File: src/rtl/clk_div_pkg.sv
// Shared types and constants for the programmable clock divider.
//   state_t : controller states (IDLE: output held low, RUN: dividing,
//             PEND: new divisor held until the current period ends)
//   MIN_DIV : smallest divisor that yields a meaningful clock
package clk_div_pkg;

  typedef enum logic [1:0] {
    IDLE = 2'd0,
    RUN  = 2'd1,
    PEND = 2'd2
  } state_t;

  localparam int MIN_DIV = 2;

endpackage

File: src/rtl/clk_div_core.sv
// Counter datapath that turns clk into a 50%-duty divided clock for any
// divisor >= 2. A posedge counter sets the first div/2 cycles high; for odd
// divisors a negedge copy of that phase adds the missing half cycle.
//   clk     : source clock
//   rst     : asynchronous active-low reset
//   run     : keep counting into the next cycle; low clears the datapath
//   restart : start a fresh period (phase 0) at the next edge
//   div     : divisor in use
//   wrap    : high in the last cycle of a period (pos_cnt == div-1)
//   clk_out : divided clock
module clk_div_core #(
  parameter int CNT_W = 8
) (
  input  logic             clk,
  input  logic             rst,
  input  logic             run,
  input  logic             restart,
  input  logic [CNT_W-1:0] div,
  output logic             wrap,
  output logic             clk_out
);

  logic [CNT_W-1:0] pos_cnt;
  logic [CNT_W-1:0] nxt_cnt;
  logic [CNT_W-1:0] half;
  logic             pos_hi;
  logic             neg_hi;

  assign half = div >> 1;
  assign wrap = (pos_cnt == div - CNT_W'(1));

  always_comb begin
    nxt_cnt = pos_cnt + CNT_W'(1);
    if (restart || wrap) begin
      nxt_cnt = '0;
    end
  end

  // pos_hi is registered from the next count so it lines up with pos_cnt.
  always_ff @(posedge clk or negedge rst) begin
    if (!rst) begin
      pos_cnt <= '0;
      pos_hi  <= 1'b0;
    end else if (!run) begin
      pos_cnt <= '0;
      pos_hi  <= 1'b0;
    end else begin
      pos_cnt <= nxt_cnt;
      pos_hi  <= (nxt_cnt < half);
    end
  end

  // Half-cycle delayed copy; only contributes for odd divisors.
  always_ff @(negedge clk or negedge rst) begin
    if (!rst) begin
      neg_hi <= 1'b0;
    end else begin
      neg_hi <= pos_hi;
    end
  end

  assign clk_out = pos_hi | (div[0] & neg_hi);

endmodule

File: src/rtl/clk_div_ctrl.sv
// Run-time programmable clock divider controller. Accepts a new divisor over
// a valid/ready handshake and only switches at a period boundary, so the
// divided clock never sees a truncated or stretched period.
//   clk       : source clock
//   rst       : asynchronous active-low reset
//   en        : enable divider output
//   div_in    : requested divisor N
//   div_valid : div_in valid
//   div_ready : controller can accept div_in (low while a change is pending)
//   cur_div   : divisor currently driving clk_out
//   busy      : divisor change pending
//   err       : one-cycle pulse, divisor below MIN_DIV rejected
//   clk_out   : divided clock
module clk_div_ctrl
  import clk_div_pkg::*;
#(
  parameter int CNT_W       = 8,
  parameter int DEFAULT_DIV = 3
) (
  input  logic             clk,
  input  logic             rst,
  input  logic             en,
  input  logic [CNT_W-1:0] div_in,
  input  logic             div_valid,
  output logic             div_ready,
  output logic [CNT_W-1:0] cur_div,
  output logic             busy,
  output logic             err,
  output logic             clk_out
);

  state_t           state;
  logic [CNT_W-1:0] pend_div;
  logic             restart;
  logic             xfer;
  logic             legal;
  logic             wrap;
  logic             run;

  assign xfer  = div_valid & div_ready;
  assign legal = (div_in >= CNT_W'(MIN_DIV));

  // Stop the datapath at the boundary edge itself when en is low, so no new
  // period begins.
  assign run = (state != IDLE) & ~(wrap & ~en);

  always_ff @(posedge clk or negedge rst) begin
    if (!rst) begin
      state     <= IDLE;
      cur_div   <= CNT_W'(DEFAULT_DIV);
      pend_div  <= '0;
      restart   <= 1'b0;
      div_ready <= 1'b1;
      busy      <= 1'b0;
      err       <= 1'b0;
    end else begin
      err     <= xfer & ~legal;
      restart <= 1'b0;
      case (state)
        IDLE: begin
          if (xfer && legal) begin
            cur_div <= div_in;
          end
          // One idle-looking cycle before the first period starts.
          if (en) begin
            state   <= RUN;
            restart <= 1'b1;
          end
        end
        RUN: begin
          if (wrap && !en) begin
            // Nothing is running afterwards, so a divisor arriving now can
            // be taken directly.
            state <= IDLE;
            if (xfer && legal) begin
              cur_div <= div_in;
            end
          end else if (xfer && legal && (div_in != cur_div)) begin
            // A boundary in this same cycle is deliberately skipped.
            pend_div  <= div_in;
            state     <= PEND;
            busy      <= 1'b1;
            div_ready <= 1'b0;
          end
        end
        PEND: begin
          if (wrap) begin
            cur_div   <= pend_div;
            busy      <= 1'b0;
            div_ready <= 1'b1;
            state     <= en ? RUN : IDLE;
          end
        end
        default: begin
          state     <= IDLE;
          busy      <= 1'b0;
          div_ready <= 1'b1;
        end
      endcase
    end
  end

  clk_div_core #(
    .CNT_W(CNT_W)
  ) u_core (
    .clk     (clk),
    .rst     (rst),
    .run     (run),
    .restart (restart),
    .div     (cur_div),
    .wrap    (wrap),
    .clk_out (clk_out)
  );

endmodule

File: config.mk
export PLATFORM = sky130hd
export DESIGN_NAME = clk_div_ctrl
export DESIGN_NICKNAME = d
export VERILOG_FILES = /design/src/rtl/clk_div_pkg.sv /design/src/rtl/clk_div_core.sv /design/src/rtl/clk_div_ctrl.sv
export SDC_FILE = /design/constraint.sdc
export NUM_CORES = 1
export LEC_CHECK = 0
export BUFFER_PORTS_ARGS = -buffer_cell sky130_fd_sc_hd__buf_2
export CORE_UTILIZATION = 57
export DETAILED_ROUTE_END_ITERATION = 12
export PLACE_DENSITY = 0.79
export SYNTH_ARGS = -nofsm -noshare
export SYNTH_HDL_FRONTEND = slang
export SYNTH_SLANG_ARGS = --single-unit
export TNS_END_PERCENT = 20
File: constraint.sdc
create_clock -name clk -period 3.9 [get_ports clk]
set_input_delay 0.78 -clock clk [delete_from_list [all_inputs] [get_ports clk]]
set_output_delay 0.78 -clock clk [all_outputs]
set_load 0.03 [all_outputs]
* After elaboration in Yosys (flattened, before gate mapping) *
Index checks and enable logic that the tools add are counted.

storage, ports and cells
  bits in registers = 32
  bits in latches = 0
  bits in writable memories = 0
  bits in read-only memories = 0
  input bits = 12
  output and inout port bits = 12
  logic and storage cells = 70
  memories kept = 0

operators by class
  add/sub/neg operators = 2
  $mul = 0
  divide/modulo/power cells = 0
  magnitude comparators = 2
  equal/unequal tests = 10
  shift operators = 0
  multiplexer cells = 23
  bitwise operators = 11
  reduce and logical (&&, ||, !) cells = 12

operators with widths
  kind                                                    number
  two-way mux 8 bit                                       5
  case mux 8 bit (3 select lines)                         1
  two-way mux 1 bit                                       10
  AND reduction 3 bit                                     3
  adder 8 x 1 -> 8 bit (second input constant)            1
  equality test 8 bit                                     1
  >= comparator 8 x 2 -> 1 bit (second input constant)    1
  < comparator 8 x 7 -> 1 bit                             1
  two-way mux 2 bit                                       4
  inequality test 2 bit (second input constant)           4
  inequality test 8 bit                                   1
  subtractor 8 x 1 -> 8 bit (second input constant)       1
  case mux 1 bit (3 select lines)                         2
  case mux 2 bit (3 select lines)                         1
  bitwise AND 1 bit                                       5
  inverter 1 bit                                          5
  AND reduction 4 bit                                     1
  logical AND 1 bit                                       3
  inequality test 3 bit (second input constant)           1
  nonzero test 3 bit                                      1
  equality test 2 x 1 -> 1 bit (second input constant)    1
  equality test 2 bit (second input constant)             1
  zero test 2 bit                                         1
  inequality test 2 x 1 -> 1 bit (second input constant)  1
  4 further kinds                                         4

* Longest topological paths before layout *
  depth after elaboration = 6
  depth in mapped cells = 17
  depth with buffers taken out = 16

* Cells and area by module *
A second synthesis with hierarchy kept.

second synthesis, totals
  cells, all modules = 203
  area, all modules = 1,989.4 um^2

modules (own cells, without submodules)
  module        instances  cells an instance  area an instance (um^2)  sequential area each (um^2)
  clk_div_ctrl  1          95                 1,056.0                  554.3
  clk_div_core  1          108                933.4                    250.2

==> metrics.txt <==
number of global-route vias before repair=1512; Initial Util=62.0%; syn avg cell area=10.6 µm²; share of layout cells above drive strength 1=25.0%; global-route wire length before repair=7110 µm; Die Ht=60.3 µm; Peak VDD IR=240 µV; Post-Synthesis Net Count=203; row count=20; Core Area=0.00313 mm²; total congestion overflow=0; vias per cell=5.62; Max clock buf depth=2; cell accounting for the most synthesized area=dfrtp_1; count leader, synth=dfrtp_1; # resized after CTS=0; outcome=finished clean; final design utilization=69.3%; Layout Skew=0.0101 ns; Pins Over Slew Limit=0; final setup vio count=0; clock transition at the registers of the reported paths=0.09 ns; IO Pins=24; Distinct cells, synth=46; largest net degree at the start of global routing=32; area delta synth->final=11.7%; CP arrival=2.97 ns; chip width=60.3 µm; setup TNS=0 ns; Synth Register Bits=32; top post-synthesis cells by area=dfrtp_1 36%, mux2i_1 8.3%, xnor2_1 7.7%; EDFF count, synth=0; HP Class=in -> async; Overall Global Routing Usage=27.4%; CTS Hold Bufs=0; Final Cell Area=0.00217 mm²; cells after synthesis=183; Max Cap Viol=0; Root Driver=clkbuf_4; RSZ-0062 raised after global routing=false; H-tree depth=2; vias=1439; CP required=3.12 ns; IO Port Bufs=23; dpl cell area=0.00210 mm²; dpl hpwl=3230 µm; final hold vios=0; clock latency at the later pin of the worst-skew pair=0.34 ns; element type at the critical path start=flop; synthesis warning total=0; Async S/R FF share, synth=100%; CP Max Fanout=1; register area share after synthesis=41.5%; initial antenna violation count=0; synthesized area=0.00194 mm²; CTS Sinks=32; commonest cells in the netlist=28 x dfrtp_1, 21 x nor2_1, 17 x xnor2_1; Setup Crit Path Kind=reg -> out; Leak=1.02 nW; postcts setup bufs=0; First-pass DRT Iterations=4; die area=0.00364 mm²; CP Capture Type=output port; fin nets=231; Worst Reg-to-Reg Cells=15; DRT antenna net count=0; Rel. slew slack=24.1%; Initial DRC Count=49; total wire length=4200 µm; GPL Wtd Cong=0.901; CTS tree=yes; drt wl/cell=16.4 µm; Pwr Density=408 mW/mm²; Inserted Clock Buffers=5; Post-synth top flop=dfrtp_1; total power=0.884 mW; DRC=0; pin slew with the least headroom to its limit=1.14 ns; diode count=0; Synth top area share=36.1%
==> through the flow <==
step           cells  hold WS, ns  worst slack [ns]
6_report         256        0.488             0.151
5_1_grt          256        0.510            0.0203
4_1_cts          256        0.496             0.150
3_5_place_dp     248        0.494             0.428
3_3_place_gp     248        0.479             0.523
2_1_floorplan    183        0.464             0.387
==> logic make-up (layout without fill, tap and decap cells) <==
logic type / count (synthesis) / in the layout / synth area share (%)
muxes: 24 / 24 / 12.9
DFF: 32 / 32 / 41.5
adders and majority gates: 8 / 8 / 5.16
xor gates and xnor gates: 23 / 23 / 10.4
AOI/OAI and AO/OA: 25 / 25 / 9.81
and+or+nand+nor: 55 / 55 / 16.4
buffers and inverters: 16 / 45 / 3.87
==> routing by layer <==
| layer | wire (µm) | vias up | track usage (%) | share of wire [%] |
|---|---|---|---|---|
| met2 | 2220 | 24 | 47.4 | 53 |
| met4 | 54 | 0 | 11.6 | 1.3 |
| met1 | 1770 | 706 | 32.1 | 42 |
| li1 | - | 703 | - | - |
| met5 | 0 | - | 0 | 0 |
| met3 | 153 | 6 | 7.25 | 3.6 |
==> flip-flops by register name, indices dropped and copies added, names as in the netlist <==
name            count
cur_div             8
pend_div            8
u_core.pos_cnt      8
state               2
busy                1
div_ready           1
err                 1
restart             1
u_core.neg_hi       1
u_core.pos_hi       1
==> area by class of cell <==
type / instances / area, µm²
repair buffers: 26 / 138
flip-flops and latches: 32 / 805
fillers: 248 / 961
inverters: 11 / 41.3
clock buffers: 8 / 68.8
well taps: 44 / 55.1
multi-input cells: 135 / 1060
==> critical path, stage by stage, from the launching register on <==
cell	delay [ns]
dfrtn_1	0.41
a21o_1	0.11
buf_2	0.18
==> path summary, 6_finish.rpt <==
| check | start | slack (ns) | endpoint |
|---|---|---|---|
| max | u_core.neg_hi | 0.15 | clk_out |
| min | rst | 0.49 | pend_div[1] |
| max reg2reg | cur_div[3] | 0.37 | u_core.pos_hi |
| min reg2reg | pend_div[7] | 0.52 | pend_div[7] |
| max in group asynchronous | rst | 1.70 | u_core.neg_hi |
| min in group clk | pend_div[7] | 0.52 | pend_div[7] |
==> power breakdown <==
group / leakage, nW / switching, mW / internal [mW]
Sequential: 0.370 / 0.0600 / 0.371
Combinational: 0.615 / 0.127 / 0.112
Clock: 0.0386 / 0.108 / 0.106
==> cell usage in the layout (no fill, tap or decap), drive strengths merged, types with 5 or more instances in the layout <==
master / count
clkbuf: 8
o21ai: 9
nor3: 5
nor2: 21
mux2i: 16
mux2: 8
dfrtp: 28
xor2: 6
ha: 8
inv: 11
buf: 26
xnor2: 17
(Power assumes the default switching activity.)
